### config.mk
export PLATFORM = sky130hd
export DESIGN_NAME = button_conditioner_flat
export DESIGN_NICKNAME = d
export VERILOG_FILES = /design/src/rtl/button_conditioner_pkg.sv /design/src/rtl/button_conditioner_if.sv /design/src/rtl/button_conditioner_channel.sv /design/src/rtl/button_conditioner.sv /design/src/flat_wrapper.sv
export SDC_FILE = /design/constraint.sdc
export NUM_CORES = 1
export LEC_CHECK = 0
export ABC_AREA = 0
export BUFFER_PORTS_ARGS = -buffer_cell sky130_fd_sc_hd__buf_4
export CORE_ASPECT_RATIO = 1.4
export CORE_UTILIZATION = 25
export DETAILED_ROUTE_END_ITERATION = 10
export PLACE_DENSITY_LB_ADDON = 0.05
export SLEW_MARGIN = 5
export SYNTH_ARGS = -nofsm -noshare
export SYNTH_HDL_FRONTEND = slang
export SYNTH_SLANG_ARGS = --single-unit
### constraint.sdc
create_clock -name clk -period 6.4 [get_ports clk]
set_clock_uncertainty 0.15 [all_clocks]
set_input_delay 0.32 -clock clk [delete_from_list [all_inputs] [get_ports clk]]
set_output_delay 0.32 -clock clk [all_outputs]
set_load 0.005 [all_outputs]
### src/rtl/button_conditioner_pkg.sv
// rtl/button_conditioner_pkg.sv - shared channel indices, channel FSM states and helpers
package chess_input_pkg;

    localparam int BTN_UP          = 0;
    localparam int BTN_DOWN        = 1;
    localparam int BTN_LEFT        = 2;
    localparam int BTN_RIGHT       = 3;
    localparam int BTN_SEL         = 4;
    localparam int NUM_BTN_DEFAULT = 5;

    typedef enum logic [1:0] {
        IDLE     = 2'd0,
        HOLD     = 2'd1,
        REPEAT   = 2'd2,
        WAIT_REL = 2'd3
    } btn_state_t;

    function automatic int max_int(input int a, input int b);
        return (a > b) ? a : b;
    endfunction

endpackage

### src/rtl/button_conditioner_if.sv
// rtl/button_conditioner_if.sv - raw button levels in, conditioned level/pulse/repeat out
interface button_conditioner_if
    import chess_input_pkg::*;
#(
    parameter int NUM_BTN = NUM_BTN_DEFAULT
);
    logic [NUM_BTN-1:0] btn_raw;
    logic [NUM_BTN-1:0] btn_level;
    logic [NUM_BTN-1:0] btn_pulse;
    logic [NUM_BTN-1:0] repeat_active;

    // Board / consumer side: drives the pads, reads the conditioned strobes.
    modport master (
        output btn_raw,
        input  btn_level,
        input  btn_pulse,
        input  repeat_active
    );

    // Conditioner side.
    modport slave (
        input  btn_raw,
        output btn_level,
        output btn_pulse,
        output repeat_active
    );
endinterface

### src/rtl/button_conditioner_channel.sv
// rtl/button_conditioner_channel.sv - one button: synchronizer, debouncer, press/repeat FSM
module button_channel
    import chess_input_pkg::*;
#(
    parameter int ACTIVE_LOW      = 1,
    parameter int DEBOUNCE_CYCLES = 250000,
    parameter int REPEAT_EN       = 1,
    parameter int REPEAT_DELAY    = 25000000,
    parameter int REPEAT_PERIOD   = 5000000
) (
    input  logic clk,
    input  logic reset_n,
    input  logic btn_raw_i,
    output logic btn_level_o,
    output logic btn_pulse_o,
    output logic repeat_active_o
);

    localparam int DB_W    = $clog2(DEBOUNCE_CYCLES + 1);
    localparam int RPT_MAX = max_int(REPEAT_DELAY, REPEAT_PERIOD);
    localparam int RPT_W   = $clog2(RPT_MAX + 1);

    localparam logic [DB_W-1:0]  DB_LAST     = DB_W'(DEBOUNCE_CYCLES - 1);
    localparam logic [RPT_W-1:0] DELAY_LAST  = RPT_W'(REPEAT_DELAY - 1);
    localparam logic [RPT_W-1:0] PERIOD_LAST = RPT_W'(REPEAT_PERIOD - 1);
    localparam logic [RPT_W-1:0] RPT_SAT     = {RPT_W{1'b1}};
    localparam logic             ACT_LVL     = (ACTIVE_LOW != 0);

    logic             s1_q;
    logic             s2_q;
    logic             level_q, level_d;
    logic [DB_W-1:0]  db_cnt_q, db_cnt_d;
    logic             accept_press;
    logic             accept_release;
    btn_state_t       state_q, state_d;
    logic [RPT_W-1:0] rpt_cnt_q, rpt_cnt_d;
    logic [RPT_W-1:0] rpt_cnt_inc;
    logic             pulse_q, pulse_d;

    // Two-flop synchronizer; polarity is folded in first so reset value 0 means "released".
    always_ff @(posedge clk or negedge reset_n) begin
        if (!reset_n) begin
            s1_q <= 1'b0;
            s2_q <= 1'b0;
        end else begin
            s1_q <= btn_raw_i ^ ACT_LVL;
            s2_q <= s1_q;
        end
    end

    // Debounce: a level change is accepted only after DEBOUNCE_CYCLES consecutive differing samples.
    always_comb begin
        level_d        = level_q;
        db_cnt_d       = '0;
        accept_press   = 1'b0;
        accept_release = 1'b0;
        if (s2_q != level_q) begin
            if (db_cnt_q == DB_LAST) begin
                level_d        = s2_q;
                accept_press   = s2_q;
                accept_release = ~s2_q;
            end else begin
                db_cnt_d = db_cnt_q + 1'b1;
            end
        end
    end

    // Repeat counter never wraps, so a held key cannot alias back to an early pulse.
    assign rpt_cnt_inc = (rpt_cnt_q == RPT_SAT) ? rpt_cnt_q : rpt_cnt_q + 1'b1;

    // Press/repeat FSM; an accepted release wins over any pulse due on the same edge.
    always_comb begin
        state_d   = state_q;
        rpt_cnt_d = rpt_cnt_q;
        pulse_d   = 1'b0;
        if (accept_release) begin
            state_d   = IDLE;
            rpt_cnt_d = '0;
        end else begin
            case (state_q)
                IDLE: begin
                    if (accept_press) begin
                        pulse_d   = 1'b1;
                        rpt_cnt_d = '0;
                        state_d   = (REPEAT_EN != 0) ? HOLD : WAIT_REL;
                    end
                end
                HOLD: begin
                    if (rpt_cnt_q == DELAY_LAST) begin
                        pulse_d   = 1'b1;
                        rpt_cnt_d = '0;
                        state_d   = REPEAT;
                    end else begin
                        rpt_cnt_d = rpt_cnt_inc;
                    end
                end
                REPEAT: begin
                    if (rpt_cnt_q == PERIOD_LAST) begin
                        pulse_d   = 1'b1;
                        rpt_cnt_d = '0;
                    end else begin
                        rpt_cnt_d = rpt_cnt_inc;
                    end
                end
                WAIT_REL: ;
                default: begin
                    state_d   = IDLE;
                    rpt_cnt_d = '0;
                end
            endcase
        end
    end

    // Channel state registers.
    always_ff @(posedge clk or negedge reset_n) begin
        if (!reset_n) begin
            level_q   <= 1'b0;
            db_cnt_q  <= '0;
            state_q   <= IDLE;
            rpt_cnt_q <= '0;
            pulse_q   <= 1'b0;
        end else begin
            level_q   <= level_d;
            db_cnt_q  <= db_cnt_d;
            state_q   <= state_d;
            rpt_cnt_q <= rpt_cnt_d;
            pulse_q   <= pulse_d;
        end
    end

    assign btn_level_o     = level_q;
    assign btn_pulse_o     = pulse_q;
    assign repeat_active_o = (state_q == REPEAT);

endmodule

### src/rtl/button_conditioner.sv
// rtl/button_conditioner.sv - NUM_BTN independent conditioned button channels
module button_conditioner
    import chess_input_pkg::*;
#(
    parameter int NUM_BTN         = NUM_BTN_DEFAULT,
    parameter int ACTIVE_LOW      = 1,
    parameter int DEBOUNCE_CYCLES = 250000,
    parameter int REPEAT_EN       = 1,
    parameter int REPEAT_DELAY    = 25000000,
    parameter int REPEAT_PERIOD   = 5000000
) (
    input  logic                 clk,
    input  logic                 reset_n,
    button_conditioner_if.slave  btn
);

    logic [NUM_BTN-1:0] level_w;
    logic [NUM_BTN-1:0] pulse_w;
    logic [NUM_BTN-1:0] rpt_w;

    // Channels share nothing; simultaneous presses give simultaneous pulses, priority is the consumer's call.
    for (genvar g = 0; g < NUM_BTN; g++) begin : g_chan
        button_channel #(
            .ACTIVE_LOW      (ACTIVE_LOW),
            .DEBOUNCE_CYCLES (DEBOUNCE_CYCLES),
            .REPEAT_EN       (REPEAT_EN),
            .REPEAT_DELAY    (REPEAT_DELAY),
            .REPEAT_PERIOD   (REPEAT_PERIOD)
        ) u_chan (
            .clk             (clk),
            .reset_n         (reset_n),
            .btn_raw_i       (btn.btn_raw[g]),
            .btn_level_o     (level_w[g]),
            .btn_pulse_o     (pulse_w[g]),
            .repeat_active_o (rpt_w[g])
        );
    end

    assign btn.btn_level     = level_w;
    assign btn.btn_pulse     = pulse_w;
    assign btn.repeat_active = rpt_w;

endmodule
### src/flat_wrapper.sv
// flat-port wrapper written by rule: the top's interface ports become plain ports
module button_conditioner_flat import chess_input_pkg::*;
#(
    parameter int NUM_BTN         = NUM_BTN_DEFAULT,
    parameter int ACTIVE_LOW      = 1,
    parameter int DEBOUNCE_CYCLES = 250000,
    parameter int REPEAT_EN       = 1,
    parameter int REPEAT_DELAY    = 25000000,
    parameter int REPEAT_PERIOD   = 5000000
)
  (clk, reset_n, btn_btn_raw, btn_btn_level, btn_btn_pulse, btn_repeat_active);
  button_conditioner_if #(.NUM_BTN(NUM_BTN)) btn_i ();
  input  logic clk;
  input  logic reset_n;
  input wire logic [$bits(btn_i.btn_raw)-1:0] btn_btn_raw;
  output wire logic [$bits(btn_i.btn_level)-1:0] btn_btn_level;
  output wire logic [$bits(btn_i.btn_pulse)-1:0] btn_btn_pulse;
  output wire logic [$bits(btn_i.repeat_active)-1:0] btn_repeat_active;
  assign btn_i.btn_raw = btn_btn_raw;
  assign btn_btn_level = btn_i.btn_level;
  assign btn_btn_pulse = btn_i.btn_pulse;
  assign btn_repeat_active = btn_i.repeat_active;
  button_conditioner #(.NUM_BTN(NUM_BTN), .ACTIVE_LOW(ACTIVE_LOW), .DEBOUNCE_CYCLES(DEBOUNCE_CYCLES), .REPEAT_EN(REPEAT_EN), .REPEAT_DELAY(REPEAT_DELAY), .REPEAT_PERIOD(REPEAT_PERIOD)) u_core (.clk(clk), .reset_n(reset_n), .btn(btn_i));
endmodule
* Word level (Yosys, flattened, before mapping)
Index checks and enable logic that the tools add are counted.
** Cells by class
- Add/sub/neg operators :: 10
- Eq/ne operators :: 45
- Muxes and demuxes :: 105
- Bitwise logic cells :: 10
- Reductions and logical operators :: 30
** Operator list (number)
- $mux W25 :: 25
- $pmux W25 S3 :: 5
- $eq A25 B25 Y1 const B :: 10
- $mux W18 :: 10
- $add A25 B1 Y25 const B :: 5
- $eq A25 B23 Y1 const B :: 5
- $add A18 B1 Y18 const B :: 5
- $eq A18 B18 Y1 const B :: 5
- $mux W1 :: 40
- $mux W2 :: 15
- $ne A3 B3 Y1 const B :: 10
- $pmux W2 S2 :: 5
- $reduce_and A2 Y1 :: 10
- $reduce_bool A4 Y1 :: 5
- $pmux W1 S3 :: 5
- $reduce_and A3 Y1 :: 5
- $reduce_bool A3 Y1 :: 5
- $eq A2 B1 Y1 const B :: 5
- $eq A2 B2 Y1 const B :: 5
- $logic_not A2 Y1 :: 5
- $not A1 Y1 :: 10
- $ne A1 B1 Y1 :: 5
** Word-level totals
- Register bits after elaboration :: 245
- Input bits :: 7
- Logic and storage cells :: 235

* Longest topological paths before layout
Gate-level depths: netlist of the first run.
- Depth after elaboration :: 6
- Gate-level depth with buffers :: 10
- Gate-level depth less buffers :: 8

* By module
A second synthesis of the first run with hierarchy kept.
** Unflattened totals
- Cells, all modules :: 1450
- Area, all modules :: 13626.8 sq um
** Modules (own cells, without submodules)
- button_channel (u_core.g_chan[0].u_chan ...) :: times used 4, cells each 289, area each 2700.1 sq um
- button_channel (u_core.g_chan[4].u_chan) :: times used 1, cells each 294, area each 2826.5 sq um

* Worst setup path before layout of the first run
OpenSTA, ideal clock, no wires.
- Path type :: register to register
- Start point :: register u_core.g_chan[0].u_chan.db_cnt_q[4]
- End point :: register u_core.g_chan[0].u_chan.rpt_cnt_q[9]
- Setup time :: 78 ps
- Arrival time :: 2345 ps
- Slack :: 3828 ps
- Cell stages (with the launch flop) :: 7
- Buffers on the path :: 0
- Cells stage by stage :: dfrtp_1 -> or4_4 -> nor3_2 -> a31oi_1 -> or4_4 -> or3_1 -> a21oi_1
** On the way
- Cells in the longest elaborated chain, start to end :: 5
- Elaborated cells on any way between the ends :: 9
** Ends and longest elaborated chain
- start: declaration :: RTL line button_conditioner_channel.sv:32 : logic [DB_W-1:0] db_cnt_q, db_cnt_d;
- start signal: assignment :: RTL line button_conditioner_channel.sv:124 : db_cnt_q <= db_cnt_d;
- $eq A18 B18 Y1 (*) :: RTL line button_conditioner_channel.sv:58 : if (db_cnt_q == DB_LAST) begin
- $mux W1 :: RTL line button_conditioner_channel.sv:58
- $mux W1 :: RTL line button_conditioner_channel.sv:57 : if (s2_q != level_q) begin
- $ne A3 B3 Y1 (no line) / $reduce_bool A4 Y1 (equally long branches)
- $reduce_and A2 Y1 (no line)
- end signal: assignment :: RTL line button_conditioner_channel.sv:126 : rpt_cnt_q <= rpt_cnt_d;
- end: declaration :: RTL line button_conditioner_channel.sv:36 : logic [RPT_W-1:0] rpt_cnt_q, rpt_cnt_d;
Mark *: on every way between the ends. The rest lies on a longest branch, timed or not.
A chain may end at the register's enable or synchronous reset.

* Worst setup path after layout of the first run
- Start point :: register u_core.g_chan[4].u_chan.rpt_cnt_q[14]
- End point :: register u_core.g_chan[4].u_chan.rpt_cnt_q[0]
** On the way
- Cells in the longest elaborated chain, start to end :: 5
- Elaborated cells on any way between the ends :: 8
** Ends and longest elaborated chain
- start: declaration :: RTL line button_conditioner_channel.sv:36
- start signal: assignment :: RTL line button_conditioner_channel.sv:126
- $eq A25 B25 Y1 :: RTL line button_conditioner_channel.sv:69 : assign rpt_cnt_inc = (rpt_cnt_q == RPT_SAT) ? rpt_cnt_q : rpt_cnt_q + 1'b1;
- $mux W25 :: RTL line button_conditioner_channel.sv:69
- $mux W25 (on tied branches) :: RTL line button_conditioner_channel.sv:98, button_conditioner_channel.sv:89
- $pmux W25 S3 (*) :: RTL line button_conditioner_channel.sv:80 : case (state_q)
- $mux W25 (*) :: RTL line button_conditioner_channel.sv:76 : if (accept_release) begin
Marks and branches as above.

==> out/metrics.csv, run 1 <==
stage,metric,value,unit
outcome,outcome,finished clean,
die,coreArea,52500,um^2
die,start_util,25.5,%
detailed_routing,vias,10400,
timing,setup_viol,0,
critical_path,cp.required,6.67,ns
layout,antenna_cells,0,
synthesis,async_flop_share,100,%
timing,fin_crit_sh,50.2,%
placement,gp_congestion,0.756,
critical_path,critical_path.startpoint,u_core.g_chan[4].u_chan.rpt_cnt_q[14],
clocking,clkSinkCount,245,
timing,fin_crit,3.21,ns
clocking,tritoncts,done,
synthesis,ys_seq_area_share,45.9,%
timing,slew_viol_final,0,
synthesis,yosys-top-cells-count,"266 x nor2_1, 245 x dfrtp_1, 111 x xnor2_1",
die,dieArea,54400,um^2
clocking,tritoncts.num_buffers,31,
synthesis,yosysMostFrequentCell,nor2_1,
synthesis,synth_area,13400,um^2
clocking,clk_pin_slew_worst_paths,0.06,ns
clocking,cts.path.max_buffers,3,
synthesis,ys_types,64,
critical_path,cp_max_fo,24,
layout,post-route-util,29.3,%
die,die-width,197,um
detailed_routing,avgViaCountPerCell,4.70,
layout,fin_nets,1515,
detailed_routing,antenna_left,0,
power,p_leak,6.28,nW
detailed_routing,first_pass_iters,5,
die,die_y,276,um
global_routing,grt_max_degree,96,
synthesis,synth_top_area_share,45.9,%
critical_path,r2r-start,u_core.g_chan[4].u_chan.rpt_cnt_q[14],
global_routing,grt_pass1_vias,11000,
min_path,hp-class,in2async,
critical_path,worst_setup_path_end_kind,flip-flop,
synthesis,syn_avg_cell_area,9.08,um^2
layout,area_growth,15.0,%
synthesis,yosysTopAreaCell,dfrtp_1,
synthesis,syn_nets,1509,
detailed_routing,routed_wl,33500,um
layout,fin_cells,2210,
critical_path,crit_path_start_kind,flip-flop,
power,power.total,3.48,mW
placement,placed_cell_area,14200,um^2
run,maxCapViolations,0,
clocking,post_cts_buffers,0,
die,pin_count,22,
synthesis,synth_top_cells_by_area,"dfrtp_1 46%, nor2_1 7.5%, xnor2_1 7.3%",
detailed_routing,detail_route.iter0.violations,506,
die,rows,99,
critical_path,criticalPathCategory,reg2reg,
synthesis,synth_edf_count,0,
timing,timing.fmax,311,MHz
power,vdd_drop_max,0.000204,V
timing,worstMarginPinSlew,1.04,ns
synthesis,yosysWarnings,0,
placement,numPortBuffers,21,
layout,drive_gt1_share,7.19,%
timing,rsz0062_at_grt,no,
synthesis,synth_cells,1472,
detailed_routing,wl_per_cell,15.2,um
clocking,cts-root-buf,clkbuf_16,
timing,finalSetupTns,0,ns
synthesis,synth_seq_cells,245,
clocking,htree_levels,1,
timing,hold_violations,0,
global_routing,grt_util_all_layers,12.8,%
global_routing,antenna_found_initial,0,
clocking,cts_hold_buf,6,
global_routing,grt_pass1_wl,57200,um
layout,final_area,15400,um^2
clocking,clk_latency,0.58,ns
timing,relSlewSlack,30.1,%
clocking,cts_resized,0,
placement,hpwlAfterDp,22400,um
global_routing,grt_overflow,0,
power,powerDensity,227,nW/um^2
synthesis,synth_flop_cell,dfrtp_1,
critical_path,critPathArrivalTime,3.49,ns
placement,post-place-cells,2146,
detailed_routing,drcViolationCount,0,
==> final timing paths <==
| path | cells after the start | slack (ns) | end |
|---|---|---|---|
| max | 6 | 3.19 | u_core.g_chan[4].u_chan.rpt_cnt_q[0] |
| min | 2 | 0.18 | u_core.g_chan[1].u_chan.rpt_cnt_q[18] |
| max reg2reg | 6 | 3.19 | u_core.g_chan[4].u_chan.rpt_cnt_q[0] |
| min reg2reg | 0 | 0.20 | u_core.g_chan[2].u_chan.s2_q |
| max in group asynchronous | 3 | 4.59 | u_core.g_chan[4].u_chan.db_cnt_q[15] |
| min in group clk | 0 | 0.20 | u_core.g_chan[2].u_chan.s2_q |
==> per-layer routing <==
metal	routed length (um)	up-vias	global-route usage (%)
met5	0	-	0
li1	-	5155	-
met3	834	46	1.64
met1	14700	5095	15.2
met4	837	0	4.14
met2	17200	98	23.5
==> metrics by stage <==
step / setup WS, ns / hold slack (ns)
2_1_floorplan: 3.83 / -0.126
3_3_place_gp: 3.09 / 0.187
3_5_place_dp: 3.08 / 0.185
4_1_cts: 3.08 / 0.197
5_1_grt: 2.88 / 0.216
6_report: 3.19 / 0.179
==> registers in the layout, summed over array words and instances (netlist names) <==
register and cells:
u_core.g_chan.u_chan.db_cnt_q 90, u_core.g_chan.u_chan.s2_q 5, u_core.g_chan.u_chan.state_q 10, u_core.g_chan.u_chan.s1_q 5, u_core.g_chan.u_chan.rpt_cnt_q 125, u_core.g_chan.u_chan.btn_level_o 5
u_core.g_chan.u_chan.btn_pulse_o 5
==> logic make-up after synthesis <==
group / after synthesis / synth area share, %
xor gates and xnor gates: 185 / 12.1
and+or+nand+nor: 788 / 30.0
DFF: 245 / 45.9
buffers and inverters: 104 / 3.43
AOI/OAI and AO/OA: 117 / 5.55
muxes: 3 / 0.234
adders and majority gates: 30 / 2.81
==> worst max-delay path, stage by stage, from the launching register on <==
cell	delay [ns]
dfrtp_1	0.45
or4bb_1	0.50
or4_4	0.56
o41ai_1	0.33
a21oi_1	0.14
nor2_2	0.80
nor2_1	0.12
==> report_power, final <==
group / internal, mW / switching, mW / leakage (nW)
Combinational: 0.0172 / 0.0506 / 2.36
Sequential: 1.56 / 0.00904 / 3.39
Clock: 1.13 / 0.719 / 0.530
==> area by class of cell <==
cell class,count,area [um^2]
fillers,5647,37100
multi-input cells,1123,6810
flip-flops and latches,245,6130
clock buffers,42,887
well taps,707,885
repair buffers,38,320
clock inverters,16,195
inverters,39,146
==> cells in the final DEF (no fill, tap or decap), types with 30 or more instances in the layout <==
master     instances
and3_1            43
buf_4             30
clkbuf_16         31
dfrtp_1          245
ha_1              30
inv_1             39
nand2_1          105
nand3_1           99
nand4_1           47
nor2_1           266
nor3_1            46
nor4_1            52
o21ai_0           41
xnor2_1          111
xor2_1            74
(Power assumes the default switching activity.)
==> run 2, diff against run 1 <==
Clock period 6.4 ns to 2.8 ns, I/O delays scaled along.
==> run 2 against run 1 <==
The flow now finishes with violations (hold timing). First-iteration DRC count down 24%. Critical path depth up 1. Global-route usage up 0.44 points. Combinational power rose to 2.5 times the previous value. Cell count up 3.1%. Critical path type unchanged. Highest routed layer unchanged. Flip-flop and latch count unchanged.
==> out/metrics.csv, run 2 (synthesis gave the netlist of run 1 again) <==
stage,metric,value,unit,change
outcome,outcome,"finished, violations left",,
outcome,violations,hold timing,,
critical_path,cp.required,3.16,ns,-3.51 ns
critical_path,critPathArrivalTime,3.00,ns,-0.49 ns
timing,timing.fmax,379,MHz,+22%
die,die_y,276,um,unchanged
die,rows,99,,unchanged
critical_path,worst_setup_path_end_kind,flip-flop,,
layout,area_growth,19.6,%,
global_routing,grt_pass1_vias,11200,,+1.8%
layout,final_area,16000,um^2,+4.0%
detailed_routing,drcViolationCount,0,,unchanged
global_routing,grt_overflow,0,,unchanged
detailed_routing,vias,10500,,+1.4%
critical_path,r2r_cells,7,,+1
timing,fin_crit,2.64,ns,-0.572 ns
layout,fin_nets,1585,,+4.6%
clocking,post_cts_buffers,0,,unchanged
die,dieArea,54400,um^2,unchanged
layout,drive_gt1_share,11.4,%,+4.2 points
timing,setup_viol,0,,unchanged
placement,hpwlAfterDp,23900,um,+6.4%
placement,placed_cell_area,14800,um^2,+4.2%
run,maxCapViolations,0,,unchanged
detailed_routing,wl_per_cell,15.1,um,-0.67%
global_routing,grt_pass1_wl,59000,um,+3.1%
timing,hold_violations,7,,+7
clocking,tritoncts,done,,
detailed_routing,first_pass_iters,4,,-1
clocking,tritoncts.num_buffers,31,,unchanged
critical_path,criticalPathCategory,reg2reg,,
detailed_routing,antenna_left,0,,unchanged
layout,largest_reg_flops,125,,unchanged
min_path,hp-class,in2async,,
die,coreArea,52500,um^2,unchanged
timing,finalSetupTns,0,ns,unchanged
clocking,clk_latency,0.57,ns,about the same
timing,setup_ws,0.158,ns,-3.03 ns
clocking,cts.path.max_buffers,3,,unchanged
layout,mostFrequentLayoutCells,"266 x nor2_1, 245 x dfrtp_1, 111 x xnor2_1",,
layout,final_common_cell,nor2_1,,
power,power.total,7.93,mW,+130%
layout,nFillCells,5596,,-0.90%
power,vdd_drop_max,0.000416,V,+100%
timing,rsz0062_at_grt,no,,
detailed_routing,routed_wl,34400,um,+2.4%
detailed_routing,detail_route.iter0.violations,387,,-24%
die,pin_count,22,,unchanged
placement,gp_congestion,0.759,,+0.40%
timing,fin_crit_sh,94.3,%,+44 points
clocking,htree_levels,1,,unchanged
clocking,cts-root-buf,clkbuf_16,,
die,die-width,197,um,unchanged
detailed_routing,avgViaCountPerCell,4.63,,-1.6%
timing,whs,-0.0465,ns,-0.226 ns
layout,largest_register,u_core.g_chan.u_chan.rpt_cnt_q,,
critical_path,crit_path_start_kind,flip-flop,,
power,powerDensity,496,nW/um^2,+120%
timing,slew_viol_final,0,,unchanged
global_routing,antenna_found_initial,0,,unchanged
power,p_leak,6.69,nW,+6.4%
placement,numPortBuffers,21,,unchanged
die,start_util,25.5,%,unchanged
layout,antenna_cells,0,,unchanged
placement,dp_slack,0.111,ns,-2.97 ns
timing,relSlewSlack,46.9,%,+17 points
clocking,clkSinkCount,245,,unchanged
critical_path,cp_max_fo,12,,-50%
global_routing,grt_max_degree,76,,-21%
layout,reg_top3,"u_core.g_chan.u_chan.rpt_cnt_q x125, u_core.g_chan.u_chan.db_cnt_q x90, u_core.g_chan.u_chan.state_q x10",,
global_routing,grt_util_all_layers,13.2,%,+0.44 points
timing,worstMarginPinSlew,0.790,ns,-0.249 ns
clocking,clk_pin_slew_worst_paths,0.06,ns,about the same
==> run 2: cell types whose count changed in the layout (fill, tap and decap cells not counted), moves of 2 or more <==
| cell | delta |
|---|---|
| buf_12 | +6 |
| buf_4 | +64 |
| clkbuf_8 | +3 |
| clkinvlp_4 | -2 |
==> run 2: per-layer routing <==
layer	track usage, %	part of all wire, %
met1	15.8	44
met2	24.4	51
met3	1.78	2.8
met4	3.67	2.1
met5	0	0
==> run 2: layout make-up <==
type / count / area, um^2 / share of cell area [%]
multi-input cells: 1123 / 6840 / 42.8
flip-flops and latches: 245 / 6130 / 38.3
clock buffers: 46 / 932 / 5.83
repair buffers: 108 / 921 / 5.76
well taps: 707 / 885 / 5.53
inverters: 39 / 146 / 0.915
clock inverters: 11 / 133 / 0.829
==> run 2: worst paths after layout <==
path | startpoint | endpoint | slack, ns
worst max-delay path | u_core.g_chan[3].u_chan.rpt_cnt_q[0] | u_core.g_chan[3].u_chan.rpt_cnt_q[15] | 0.16
worst min-delay path | reset_n | u_core.g_chan[1].u_chan.rpt_cnt_q[16] | -0.05
worst max register to register | u_core.g_chan[3].u_chan.rpt_cnt_q[0] | u_core.g_chan[3].u_chan.rpt_cnt_q[15] | 0.16
worst min register to register | u_core.g_chan[2].u_chan.s1_q | u_core.g_chan[2].u_chan.s2_q | 0.19
max in group asynchronous | reset_n | u_core.g_chan[0].u_chan.rpt_cnt_q[0] | 1.67
min in group clk | btn_btn_raw[3] | u_core.g_chan[3].u_chan.s1_q | 0.09
==> run 2: repair_timing <==
item | CTS | global route
gates resized for setup | 0 | 5
hold buffers | 6 | 0
hold endpoints to repair | 225 | 0
setup endpoints to repair | 0 | 22
==> run 2: power by group <==
group | switching (mW) | internal [mW] | leakage, nW
clock network | 1.62 | 2.55 | 0.530
logic | 0.120 | 0.0517 | 2.77
registers | 0.0204 | 3.57 | 3.39
total | 1.76 | 6.17 | 6.69
==> run 2: worst max-delay path, cell delays in order, from the launching register on <==
cell and delay (ns):
dfrtp_1 0.41, ha_1 0.24, and4_1 0.22, nand2_1 0.14, nor4_4 0.11, or4_1 0.56
or4b_2 0.65, nand3_1 0.11
==> run 2: per-stage QoR <==
stage / instances / utilization [%]
after global routing: 2279 / 30.4
after CTS: 2279 / 30.4
after global placement: 2216 / 28.2
after floorplan: 1472 / -
final: 2279 / 30.4
after detailed placement: 2216 / 28.2
==> run 3, diff against run 2 <==
Settings changed: BUFFER_PORTS_ARGS -buffer_cell sky130_fd_sc_hd__buf_4 to default, DONT_BUFFER_PORTS from default to 1, SYNTH_HIERARCHICAL from default to 1.
==> run 3 against run 2 <==
The flow still finishes with violations (hold timing). First-iteration DRC count up 18%. Critical path depth down 1. Critical endpoint is now u_core/g_chan[4].u_chan/rpt_cnt_q[11]. Critical path type unchanged. Clock-buffer cell count down 3. Sequential share of layout area down 0.47 points.
==> out/metrics.csv, run 3 <==
stage,metric,value,unit,change
outcome,outcome,"finished, violations left",,
outcome,violations,hold timing,,
timing,setup_viol,0,,unchanged
critical_path,criticalPathCategory,reg2reg,,
placement,gp_congestion,0.745,,-1.9%
global_routing,grt_pass1_wl,62300,um,+5.5%
critical_path,r2r-start,u_core/g_chan[4].u_chan/rpt_cnt_q[24],,
synthesis,synth_cells,1450,,-1.5%
placement,post-place-cells,2195,,-0.95%
critical_path,crit_chain,"or4_1, or4_1, o41a_1, o211ai_4, buf_12, a22oi_1",,
critical_path,r2r_cells,6,,-1
critical_path,worst_setup_path_end_kind,flip-flop,,
die,die_y,278,um,+0.95%
global_routing,use_met1,16.9,%,+1.1 points
global_routing,grt_overflow,0,,unchanged
placement,dp_slack,0.126,ns,+0.0142 ns
layout,seq_area,6130,um^2,unchanged
clocking,cts_hold_buf,7,,+1
timing,setup_ws,0.120,ns,-0.0389 ns
clocking,cts.path.max_buffers,3,,unchanged
synthesis,synth_flop_cell,dfrtp_1,,
global_routing,grt_use_met3,1.65,%,-0.14 points
global_routing,grt_max_degree,246,,+220%
placement,hpwlAfterDp,24700,um,+3.6%
layout,fin_cells,2258,,-0.92%
die,dieArea,55500,um^2,+1.9%
detailed_routing,detail_route.iter0.violations,458,,+18%
min_path,hp-class,in2async,,
power,vdd_drop_max,0.000395,V,-4.9%
global_routing,grt_busiest_layer,met2,,
synthesis,synth_top_cells_by_area,"dfrtp_1 45%, nor2_1 5.9%, xor2_1 5.6%",,
timing,fin_crit,2.68,ns,+0.0389 ns
timing,whs,-0.868,ns,-0.821 ns
global_routing,grt_util_all_layers,13.8,%,+0.57 points
timing,hold_violations,245,,+238
clocking,htree_levels,1,,unchanged
die,rows,100,,+1.0%
timing,timing.fmax,373,MHz,-1.4%
synthesis,ys_types,65,,+1.6%
synthesis,synth_top_area_share,45.0,%,-0.87 points
clocking,clk_latency,0.57,ns,about the same
clocking,clk_pin_slew_worst_paths,0.06,ns,about the same
timing,rsz0062_at_grt,no,,
synthesis,yosysWarnings,6,,+6
global_routing,grt_pass1_vias,11700,,+4.8%
timing,relSlewSlack,60.2,%,+13 points
detailed_routing,first_pass_iters,5,,+1
critical_path,cp_max_fo,13,,+1
detailed_routing,routed_wl,37000,um,+7.8%
synthesis,syn_avg_cell_area,9.40,um^2,+3.5%
layout,drive_gt1_share,11.1,%,-0.25 points
critical_path,cpPeakStageDelay,0.51,ns,-0.14 ns
run,maxCapViolations,0,,unchanged
global_routing,met2_usage,24.9,%,+0.55 points
power,powerDensity,492,nW/um^2,-0.79%
global_routing,antenna_found_initial,0,,unchanged
critical_path,crit_path_start_kind,flip-flop,,
detailed_routing,avgViaCountPerCell,4.91,,+6.0%
placement,numPortBuffers,0,,-100%
layout,final_common_cell,dfrtp_1,,
critical_path,critPathArrivalTime,2.96,ns,-0.04 ns
critical_path,cp.required,3.08,ns,-0.08 ns
synthesis,async_flop_share,100,%,unchanged
detailed_routing,wl_per_cell,16.4,um,+8.8%
power,power.total,7.97,mW,+0.43%
critical_path,crit_slowest_cell,or4_1,,
die,pin_count,22,,unchanged
clocking,tritoncts,done,,
power,p_leak,6.76,nW,+1.2%
synthesis,yosysMostFrequentCell,dfrtp_1,,
layout,fin_nets,1558,,-1.7%
layout,multiInputGateArea,7220,um^2,+5.5%
die,coreArea,53600,um^2,+2.0%
clocking,tritoncts.num_buffers,31,,unchanged
layout,largest_register,u_core/g_chan.u_chan/rpt_cnt_q,,
detailed_routing,drcViolationCount,0,,unchanged
layout,nFillCells,5742,,+2.6%
synthesis,ys_seq_area_share,45.0,%,-0.87 points
layout,antenna_cells,0,,unchanged
die,start_util,25.4,%,about the same
detailed_routing,antenna_left,0,,unchanged
timing,finalSetupTns,0,ns,unchanged
layout,reg_top3,"u_core/g_chan.u_chan/rpt_cnt_q x125, u_core/g_chan.u_chan/db_cnt_q x90, u_core/g_chan.u_chan/state_q x10",,
synthesis,syn_nets,1487,,-1.5%
layout,area_growth,18.8,%,
layout,mostFrequentLayoutCells,"245 x dfrtp_1, 213 x nor2_1, 114 x nand3_1",,
critical_path,regToRegSetupSlack,0.12,ns,-0.04 ns
synthesis,synth_area,13600,um^2,+1.9%
critical_path,cpMostUsedCell,or4_1,,
synthesis,yosysTopAreaCell,dfrtp_1,,
detailed_routing,vias,11100,,+5.1%
synthesis,synth_edf_count,0,,unchanged
timing,worstMarginPinSlew,0.592,ns,-0.198 ns
synthesis,yosys-top-cells-count,"245 x dfrtp_1, 213 x nor2_1, 114 x nand3_1",,
synthesis,synth_seq_cells,245,,unchanged
die,die-width,199,um,+0.95%
timing,fin_crit_sh,95.7,%,+1.4 points
layout,largest_reg_flops,125,,unchanged
timing,slew_viol_final,0,,unchanged
clocking,cts-root-buf,clkbuf_16,,
clocking,clkSinkCount,245,,unchanged
critical_path,r2r_end,u_core/g_chan[4].u_chan/rpt_cnt_q[11],,
run 3: logic make-up after synthesis:
group                    share of synthesized area [%]
flip-flops                                        45.0
multiplexers                                     0.487
AND/OR/NAND/NOR                                   28.2
AO/OA/AOI/OAI                                     12.5
adder cells (fa/ha/maj)                           2.75
buffers and inverters                             2.33
XOR/XNOR                                          8.81
run 3: worst max-delay path: cells and delay by family (launching register included):
family	cells	cell delay (ns)
AND/OR/NAND/NOR	2	1.02
AO/OA/AOI/OAI	3	0.81
flip-flops	1	0.38
buffers and inverters	1	0.18
run 3: layout make-up:
| class | instances | area share (%) |
|---|---|---|
| Multi-Input combinational cell | 1131 | 44.6 |
| Tap cell | 714 | 5.52 |
| Timing Repair Buffer | 83 | 4.65 |
| Sequential cell | 245 | 37.9 |
| Inverter | 29 | 0.672 |
| Clock inverter | 13 | 1.17 |
| Clock buffer | 43 | 5.50 |
run 3: where the power goes:
part | switching [mW] | leakage (nW) | internal [mW] | total, mW
clock network | 1.64 | 0.540 | 2.66 | 4.30
logic | 0.0443 | 2.83 | 0.0353 | 0.0796
registers | 0.0233 | 3.39 | 3.57 | 3.59
total | 1.71 | 6.76 | 6.26 | 7.97
run 3: metal layers:
layer | part of all wire [%] | vias up
li1 | - | 5465
met1 | 44 | 5476
met2 | 51 | 90
met3 | 2.6 | 47
met4 | 1.9 | 0
met5 | 0 | -
run 3: stage by stage:
| stage | util [%] | hold slack, ns | area [um^2] |
|---|---|---|---|
| after floorplan | - | -0.306 | 13600 |
| after global placement | 28.1 | -0.293 | 15000 |
| after detailed placement | 28.1 | -0.289 | 15000 |
| after CTS | 30.2 | -0.915 | 16200 |
| after global routing | 30.2 | -0.908 | 16200 |
| final | 30.2 | -0.868 | 16200 |
run 3: worst max-delay path by stage:
stage,startpoint,endpoint,slack [ns],cells after the start
floorplan,u_core/g_chan[4].u_chan/rpt_cnt_q[16],u_core/g_chan[4].u_chan/rpt_cnt_q[10],0.15,7
global placement,u_core/g_chan[0].u_chan/rpt_cnt_q[24],u_core/g_chan[0].u_chan/rpt_cnt_q[0],0.15,6
detailed placement,u_core/g_chan[4].u_chan/rpt_cnt_q[24],u_core/g_chan[4].u_chan/rpt_cnt_q[6],0.13,6
CTS,u_core/g_chan[4].u_chan/rpt_cnt_q[24],u_core/g_chan[4].u_chan/rpt_cnt_q[23],0.11,6
global route,u_core/g_chan[2].u_chan/rpt_cnt_q[0],u_core/g_chan[2].u_chan/rpt_cnt_q[0],0.01,7
finish,u_core/g_chan[4].u_chan/rpt_cnt_q[24],u_core/g_chan[4].u_chan/rpt_cnt_q[11],0.12,6
run 3: repair_timing:
action,CTS,global route
endpoints found under the setup margin,0,2
gates resized for setup,0,2
setup buffers,0,0
endpoints found under the hold margin,250,245
